## src/rtl/rd_burst_consumer.sv

```systemverilog
// -----------------------------------------------------------------------------
// rd_burst_consumer
//
// Read-domain consumer for the async FIFO. On a request it pulls a burst of
// 1..BURST_LEN words through the FIFO read port and presents them downstream
// on a valid/ready interface. Downstream back-pressure is absorbed by a
// 2-entry skid buffer. A one-cycle `done` pulse marks the final transfer.
//
// Optional feature macro: RD_CONSUMER_STATS_EN
//   When defined, adds the `words_delivered` port, a saturating 16-bit count
//   of downstream transfers since reset. When undefined, the port and the
//   counter do not exist; all other behaviour is identical.
//
// Parameters
//   DATA_WIDTH : word width of FIFO data and dout
//   BURST_LEN  : maximum words per burst (>= 1)
//   LEN_W      : width of rd_len
//
// Ports
//   r_clk           in   read-domain clock
//   rrst            in   asynchronous active-low reset
//   rd_req          in   burst request, sampled only while idle
//   rd_len          in   words requested (0 or > BURST_LEN means BURST_LEN)
//   f_empty         in   FIFO empty flag, synchronous to r_clk
//   mem_data_out    in   FIFO read data, valid the cycle after r_en
//   r_en            out  FIFO read enable, one word per high cycle
//   dout            out  head word of the skid buffer
//   dout_valid      out  dout holds a word
//   dout_ready      in   downstream accepts (transfer = dout_valid & dout_ready)
//   busy            out  high while a burst is being read or drained
//   done            out  one-cycle pulse after the last word of a burst
//   words_delivered out  transfer counter (RD_CONSUMER_STATS_EN only)
// -----------------------------------------------------------------------------
module rd_burst_consumer #(
   parameter int DATA_WIDTH = 32,
   parameter int BURST_LEN  = 4,
   parameter int LEN_W      = $clog2(BURST_LEN + 1)
) (
   input  logic                  r_clk,
   input  logic                  rrst,
   input  logic                  rd_req,
   input  logic [LEN_W-1:0]      rd_len,
   input  logic                  f_empty,
   input  logic [DATA_WIDTH-1:0] mem_data_out,
   output logic                  r_en,
   output logic [DATA_WIDTH-1:0] dout,
   output logic                  dout_valid,
   input  logic                  dout_ready,
   output logic                  busy,
   output logic                  done
`ifdef RD_CONSUMER_STATS_EN
   ,
   output logic [15:0]           words_delivered
`endif
);

   localparam logic [1:0] ST_IDLE  = 2'd0;
   localparam logic [1:0] ST_READ  = 2'd1;
   localparam logic [1:0] ST_DRAIN = 2'd2;

   localparam int              SKID_DEPTH = 2;
   localparam logic [LEN_W-1:0] MAX_LEN   = LEN_W'(BURST_LEN);

   // ------------------------------------------------------------------
   // State
   // ------------------------------------------------------------------
   logic [1:0]            state_reg, state_next;
   logic [LEN_W-1:0]      rem_reg,   rem_next;    // words still to issue
   logic [LEN_W-1:0]      left_reg,  left_next;   // words not yet transferred
   logic [1:0]            occ_reg,   occ_next;    // skid buffer occupancy
   logic                  inflight_reg;           // r_en was high last cycle
   logic                  done_reg,  done_next;

   logic [DATA_WIDTH-1:0] skid_q [SKID_DEPTH];    // skid_q[0] is the head

   logic                  pop;
   logic                  push;
   logic [2:0]            credit_used;
   logic [1:0]            wr_idx;
   logic [LEN_W-1:0]      eff_len;

   // ------------------------------------------------------------------
   // Handshake and read-issue logic
   // ------------------------------------------------------------------
   assign dout_valid = (occ_reg != 2'd0);
   assign dout       = skid_q[0];
   assign pop        = dout_valid && dout_ready;
   assign push       = inflight_reg;
   assign busy       = (state_reg != ST_IDLE);
   assign done       = done_reg;

   // Slots that will be occupied after this cycle if no new read is issued:
   // the word already in flight reserves a slot, a pop this cycle frees one.
   // Issuing only while this is below the buffer depth is what keeps the
   // skid buffer from ever overflowing.
   assign credit_used = {1'b0, occ_reg} + {2'b00, inflight_reg} - {2'b00, pop};

   assign r_en = (state_reg == ST_READ) && !f_empty && (rem_reg != '0) &&
                 (credit_used < 3'(SKID_DEPTH));

   // Out-of-range lengths (0 or above the maximum) fall back to a full burst.
   assign eff_len = ((rd_len == '0) || (rd_len > MAX_LEN)) ? MAX_LEN : rd_len;

   // Tail position for an incoming word: after a simultaneous pop the
   // remaining entries have shifted down by one.
   assign wr_idx = occ_reg - {1'b0, pop};

   // ------------------------------------------------------------------
   // FSM next state
   // ------------------------------------------------------------------
   always_comb begin
      state_next = state_reg;
      rem_next   = rem_reg;
      left_next  = left_reg;
      done_next  = 1'b0;

      if (pop && (left_reg != '0)) begin
         left_next = left_reg - 1'b1;
      end

      case (state_reg)
         ST_IDLE: begin
            if (rd_req) begin
               rem_next   = eff_len;
               left_next  = eff_len;
               state_next = ST_READ;
            end
         end

         ST_READ: begin
            if (r_en) begin
               rem_next = rem_reg - 1'b1;
               // Leave READ on the same edge that issues the final read.
               if (rem_reg == LEN_W'(1)) begin
                  state_next = ST_DRAIN;
               end
            end else if (rem_reg == '0) begin
               state_next = ST_DRAIN;
            end
         end

         ST_DRAIN: begin
            // The last word can only reach the buffer after the final read,
            // so the closing transfer always happens here.
            if (pop && (left_reg == LEN_W'(1))) begin
               state_next = ST_IDLE;
               done_next  = 1'b1;
            end
         end

         default: begin
            state_next = ST_IDLE;
         end
      endcase
   end

   // ------------------------------------------------------------------
   // Skid buffer occupancy
   // ------------------------------------------------------------------
   always_comb begin
      occ_next = occ_reg;
      case ({push, pop})
         2'b10:   occ_next = occ_reg + 2'd1;
         2'b01:   occ_next = occ_reg - 2'd1;
         default: occ_next = occ_reg;
      endcase
   end

   // ------------------------------------------------------------------
   // Sequential control state
   // ------------------------------------------------------------------
   always_ff @(posedge r_clk or negedge rrst) begin
      if (!rrst) begin
         state_reg    <= ST_IDLE;
         rem_reg      <= '0;
         left_reg     <= '0;
         occ_reg      <= 2'd0;
         inflight_reg <= 1'b0;
         done_reg     <= 1'b0;
      end else begin
         state_reg    <= state_next;
         rem_reg      <= rem_next;
         left_reg     <= left_next;
         occ_reg      <= occ_next;
         inflight_reg <= r_en;
         done_reg     <= done_next;
      end
   end

   // ------------------------------------------------------------------
   // Skid buffer storage. Each slot either takes the incoming FIFO word
   // (when it is the tail position), shifts down from the slot above on a
   // pop, or holds. Holding slot 0 while not popped keeps dout stable under
   // back-pressure.
   // ------------------------------------------------------------------
   genvar gi;
   generate
      for (gi = 0; gi < SKID_DEPTH; gi++) begin : g_skid
         localparam logic [1:0] SLOT_IDX = 2'(gi);

         logic [DATA_WIDTH-1:0] slot_reg;
         logic [DATA_WIDTH-1:0] slot_next;

         if (gi < SKID_DEPTH - 1) begin : g_shift
            always_comb begin
               slot_next = slot_reg;
               if (push && (wr_idx == SLOT_IDX)) begin
                  slot_next = mem_data_out;
               end else if (pop) begin
                  slot_next = skid_q[gi + 1];
               end
            end
         end else begin : g_tail
            always_comb begin
               slot_next = slot_reg;
               if (push && (wr_idx == SLOT_IDX)) begin
                  slot_next = mem_data_out;
               end
            end
         end

         always_ff @(posedge r_clk or negedge rrst) begin
            if (!rrst) begin
               slot_reg <= '0;
            end else begin
               slot_reg <= slot_next;
            end
         end

         assign skid_q[gi] = slot_reg;
      end
   endgenerate

   // ------------------------------------------------------------------
   // Optional delivery counter
   // ------------------------------------------------------------------
`ifdef RD_CONSUMER_STATS_EN
   logic [15:0] words_reg;

   always_ff @(posedge r_clk or negedge rrst) begin
      if (!rrst) begin
         words_reg <= 16'd0;
      end else if (pop && (words_reg != 16'hFFFF)) begin
         words_reg <= words_reg + 16'd1;
      end
   end

   assign words_delivered = words_reg;
`endif

endmodule

```

## config.mk

```make
export PLATFORM = sky130hd
export DESIGN_NAME = rd_burst_consumer
export DESIGN_NICKNAME = d
export VERILOG_FILES = /design/src/rtl/rd_burst_consumer.sv
export SDC_FILE = /design/constraint.sdc
export NUM_CORES = 1
export LEC_CHECK = 0
export ABC_AREA = 1
export BUFFER_PORTS_ARGS = -buffer_cell sky130_fd_sc_hd__clkbuf_2
export CORE_MARGIN = 2
export CORE_UTILIZATION = 40
export CTS_BUF_LIST = sky130_fd_sc_hd__clkbuf_8
export DETAILED_ROUTE_END_ITERATION = 10
export GPL_TIMING_DRIVEN = 0
export PLACE_DENSITY = 0.58
export SYNTH_ARGS = -nofsm -noshare
export SYNTH_HDL_FRONTEND = slang
export SYNTH_SLANG_ARGS = --single-unit
```

## constraint.sdc

```tcl
create_clock -name r_clk -period 4 [get_ports r_clk]
set_input_delay 0.8 -clock r_clk [delete_from_list [all_inputs] [get_ports r_clk]]
set_output_delay 0.8 -clock r_clk [all_outputs]
set_load 0.01 [all_outputs]
```

# Word-level counts from Yosys, hierarchy flattened
# Index checks and enable logic that the tools add are counted.
[totals]
ff_bits = 76
inputBits = 40
[op_classes]
n_addsub = 7
n_lt_le_gt_ge = 2
n_eq_ne = 12
muxes = 18
n_reduce_logical = 23
[op_table]
columns = ["op", "count"]
rows = [
  ["two-way mux 32 bit", 2],
  ["two-way mux 3 bit", 6],
  ["two-way mux 2 bit", 5],
  ["nonzero test 2 bit", 5],
  ["logical AND 1 bit", 8],
  ["== test 2 x 1 -> 1 bit (second input constant)", 3],
  ["== test 3 x 1 -> 1 bit (second input constant)", 2],
  ["logical NOT 3 bit", 2],
  ["inequality test 2 bit (second input constant)", 3],
  ["inequality test 3 x 2 -> 1 bit (second input constant)", 2],
  ["case mux 2 bit (3 select lines)", 1],
  ["case mux 3 bit (2 select lines)", 1],
  ["nonzero test 3 bit", 2],
  ["subtractor 3 x 1 -> 3 bit (second input constant)", 2],
  ["== test 2 bit (second input constant)", 2],
  ["logical NOT 2 bit", 2],
  ["case mux 2 bit (2 select lines)", 1],
  ["AND reduction 4 bit", 1],
  ["adder 2 x 1 -> 3 bit", 1],
  ["> comparator 3 bit (second input constant)", 1],
  ["less-than comparator 3 x 2 -> 1 bit (second input constant)", 1],
  ["AND reduction 3 bit", 1],
  ["subtractor 3 x 1 -> 3 bit", 1],
  ["adder 2 x 1 -> 2 bit (second input constant)", 1],
  ["5 further kinds", 6],
]

# Logic depth before layout (Yosys ltp)
[depth]
word_depth = 7
depth_mapped = 13
depth_no_buf = 12

# Least setup slack after synthesis
# Ideal clock, no wire load.
[synth_path]
path_kind = "input to output"
from = "in dout_ready"
to = "out r_en"
arrival_ns = 2.742
required_time_ns = 3.200
setup_slack_ns = 0.458
cell_stages = 10
cell_sequence = "inv_1 nor2_4 buf_2 ha_1 or2_2 fa_1 inv_1 nor2_1 nand2_1 nor2_1"
[synth_via]
elab_chain_len = 4
[synth_rtl]
columns = ["item", "line", "source"]
rows = [
  ["from (decl)", "48", "input logic dout_ready,"],
  ["logical AND 1 bit", "87", "assign pop = dout_valid && dout_ready;"],
  ["subtractor 3 x 1 -> 3 bit", "96", "assign credit_used = {1'b0, occ_reg} + {2'b00, inflight_reg} - {2'b00, pop};"],
  ["less-than comparator 3 x 2 -> 1 bit", "99", "(credit_used < 3'(SKID_DEPTH));"],
  ["logical AND 1 bit", "98", "assign r_en = (state_reg == ST_READ) && !f_empty && (rem_reg != '0) &&"],
  ["to (decl)", "45", "output logic r_en,"],
]
# Every way passes these cells.

# Final worst setup path
[layout_path]
from = "reg occ_reg[1]"
to = "out r_en"
[layout_via]
elab_chain_len = 5
elab_cells_between_ends = 6
cone_classes = "2 x add/sub; 1 x order compare; 3 x reduce/logical"
[layout_rtl]
columns = ["item", "line", "source"]
rows = [
  ["from (decl)", "70", "logic [1:0] occ_reg, occ_next;"],
  ["from (signal assigned)", "184", "occ_reg <= occ_next;"],
  ["parallel branches: the longest is 2 deep, another holds adder 2 x 1 -> 3 bit", "n/a", ""],
  ["subtractor 3 x 1 -> 3 bit (*)", "96", ""],
  ["less-than comparator 3 x 2 -> 1 bit (*)", "99", ""],
  ["logical AND 1 bit (*)", "98", ""],
]
# Mark *: on every way between the ends.

==> impl_metrics.csv <==
group,metric,value,unit
detailed_routing,wl,8.46,mm
detailed_routing,drc,0,
detailed_routing,wl_met2,3.95,mm
detailed_routing,vias,2999,
detailed_routing,firstDrtPassIters,4,
worst_setup_path,cp-start-kind,"register",
timing,slew_violations,0,
pwr,p_sw_frac,0.367,
synthesis,ys_seq_area_frac,0.516,
worst_setup_path,crit_fanout,12,
placement,placed_cell_area,0.00423,sq mm
pwr,p_seq_frac,0.417,
pwr,p_sw,995,uW
timing,fin_skew,0.0111,ns
worst_setup_path,cp_data_arrival_time,3.00,ns
synthesis,ys_warn_count,0,
pwr,combPwrFrac,0.361,
timing,slew_headroom,0.676,
pwr,power_density,608,mW/mm^2
timing,fmax,263,MHz
worst_setup_path,r2r-start,"occ_reg[1]",
outcome,outcome,"complete, no violations",
cells_and_area,stdcell_area,0.00446,sq mm
clocking,cts_tree,"built",
cells_and_area,fin_nets,533,
clocking,cts.sinks,76,
placement,port_buffers,75,
pwr,p_int,1.72,mW
clocking,path_clk_slew,0.08,ns
timing,min_period_over_period,0.950,
global_routing,grt_pass1_vias,3040,
synthesis,synth_seq_cells,76,
floorplan,dieArea,0.0100,sq mm
floorplan,dieWidth,100,um
placement,gp_congestion,0.792,
detailed_routing,m1WireLength,4.07,mm
floorplan,core_area,0.00911,sq mm
timing,finalHoldViolations,0,
detailed_routing,postRouteAntennaNets,0,
timing,tns,0,ns
synthesis,avgSynthCellArea,9.40,sq um
clocking,insertion_delay,0.35,ns
worst_setup_path,cp-end-kind,"output pin",
synthesis,syn_nets,443,
cells_and_area,layout-drive-gt1-share,0.296,
cells_and_area,layout_common_cells,"dfrtp_1, clkbuf_2, nand3_1, inv_1, nand2_1",
pwr,clkPwrFrac,0.222,
clocking,cts_hold_buf,0,
worst_setup_path,r2r_cells,13,
worst_setup_path,crit_required,3.20,ns
timing,setup_viol,0,
cells_and_area,n_antenna_cell,0,
floorplan,die_h,100,um
detailed_routing,via_per_inst,5.02,
pwr,p_leak,2.31,nW
global_routing,grt_max_degree,59,
synthesis,ys_types,31,
clocking,cts.htree.levels,3,
timing,whs,0.348,ns
timing,tightest_slew,0.485,ns
detailed_routing,highest_layer,"met4",
min_path,hp-class,"in -> async",
placement,hpwl,5.98,mm
worst_setup_path,path_class,"reg -> out",
floorplan,num_rows,35,
clocking,cts_root_buf,"clkbuf_8",
pwr,vdd_drop_max,284,uV
global_routing,grt_pass1_wl,14.5,mm
worst_setup_path,r2r_end,"rem_reg[2]",
run,drv_cap,0,
clocking,cts_buffer_depth,2,
clocking,cts_buffers,9,
floorplan,start_util,0.405,
global_routing,grtUsageTotal,0.185,
detailed_routing,post_drt_wl_per_cell,14.1,um
worst_setup_path,reg2reg_slack,1.13,ns
detailed_routing,wl_met3,295,um
cells_and_area,syn2layout_area_growth,20.9,%
cells_and_area,final_common_cell,"dfrtp_1",
synthesis,syn_area,0.00369,sq mm
detailed_routing,drtIter0Drc,172,
floorplan,io_pins,76,
global_routing,overflow,0,
global_routing,antenna_found_initial,0,
synthesis,synthCells,392,
timing,fin_crit,3.80,ns
pwr,power,2.71,mW
-- critical path: stages, from the launching register on --
cell,delay [ns]
dfrtp_1,0.44
nor2_1,0.23
nor2_4,0.10
buf_4,0.20
ha_1,0.32
or2_2,0.31
fa_1,0.48
inv_1,0.04
nor2_1,0.07
nand2_1,0.08
nor2_1,0.19
clkbuf_2,0.17
-- layer usage --
| metal | track usage | up-vias |
|---|---|---|
| met2 | 0.294 | 58 |
| met4 | 0.0643 | 0 |
| met3 | 0.0369 | 12 |
| met5 | 0 | - |
| met1 | 0.254 | 1441 |
| li1 | - | 1488 |
-- worst max-delay path by stage --
stage | startpoint | end
CTS | dout_ready | r_en
global placement | dout_ready | r_en
global route | occ_reg[0] | r_en
finish | occ_reg[1] | r_en
floorplan | dout_ready | r_en
detailed placement | dout_ready | r_en
-- stage by stage --
stage	utilization	std cells	setup slack [ns]
6_report	0.489	598	0.201
5_1_grt	0.489	598	-0.00471
4_1_cts	0.487	595	0.0889
3_5_place_dp	0.464	579	-0.0103
3_3_place_gp	0.461	578	0.000638
2_1_floorplan	-	392	0.458
-- synth_stat cells (all sizes together) --
cell / instances / area (sq um)
buf: 21 / 133
o21bai: 1 / 7.51
nand3: 70 / 405
clkbuf: 1 / 3.75
dfrtp: 76 / 1900
nor3: 2 / 10.0
nand4: 1 / 6.26
ha: 10 / 125
inv: 57 / 214
o211ai: 32 / 290
fa: 1 / 20.0
a21oi: 4 / 31.3
xnor2: 1 / 8.76
nand2: 52 / 195
o21ai: 42 / 210
or2: 3 / 18.8
nand3b: 1 / 11.3
nor2: 12 / 55.1
a31oi: 2 / 12.5
xor2: 3 / 26.3
-- power groups by stage --
| stage | Clock, mW | Sequential [mW] | Combinational, mW |
|---|---|---|---|
| after floorplan | 0 | 1.17 | 0.633 |
| after global placement | 0 | 1.14 | 0.941 |
| after detailed placement | 0 | 1.15 | 0.969 |
| after CTS | 0.614 | 1.13 | 0.981 |
| after global routing | 0.651 | 1.16 | 1.12 |
| final | 0.601 | 1.13 | 0.980 |
-- cell type report --
cell class / count / area, sq um
well taps: 111 / 139
clock inverters: 5 / 51.3
flip-flops and latches: 76 / 1900
repair buffers: 79 / 428
plain buffers: 22 / 139
clock buffers: 11 / 151
inverters: 57 / 214
fillers: 902 / 4650
multi-input cells: 237 / 1430
-- repair_timing --
action,in CTS,in global routing
setup endpoints to repair,1,1
setup buffers,0,3
endpoints found under the hold margin,0,0
pin swaps,0,1
cloned,0,0
resized for setup,1,0
-- cells by family after synthesis --
logic type                 Yosys count  share of synthesized area
xor gates and xnor gates             4                    0.00951
DFF                                 76                      0.516
AOI/OAI and AO/OA                   81                      0.150
adders and majority gates           11                     0.0394
buffers and inverters               79                     0.0950
and+or+nand+nor                    141                      0.190
Power figures use the tool's default switching activity.
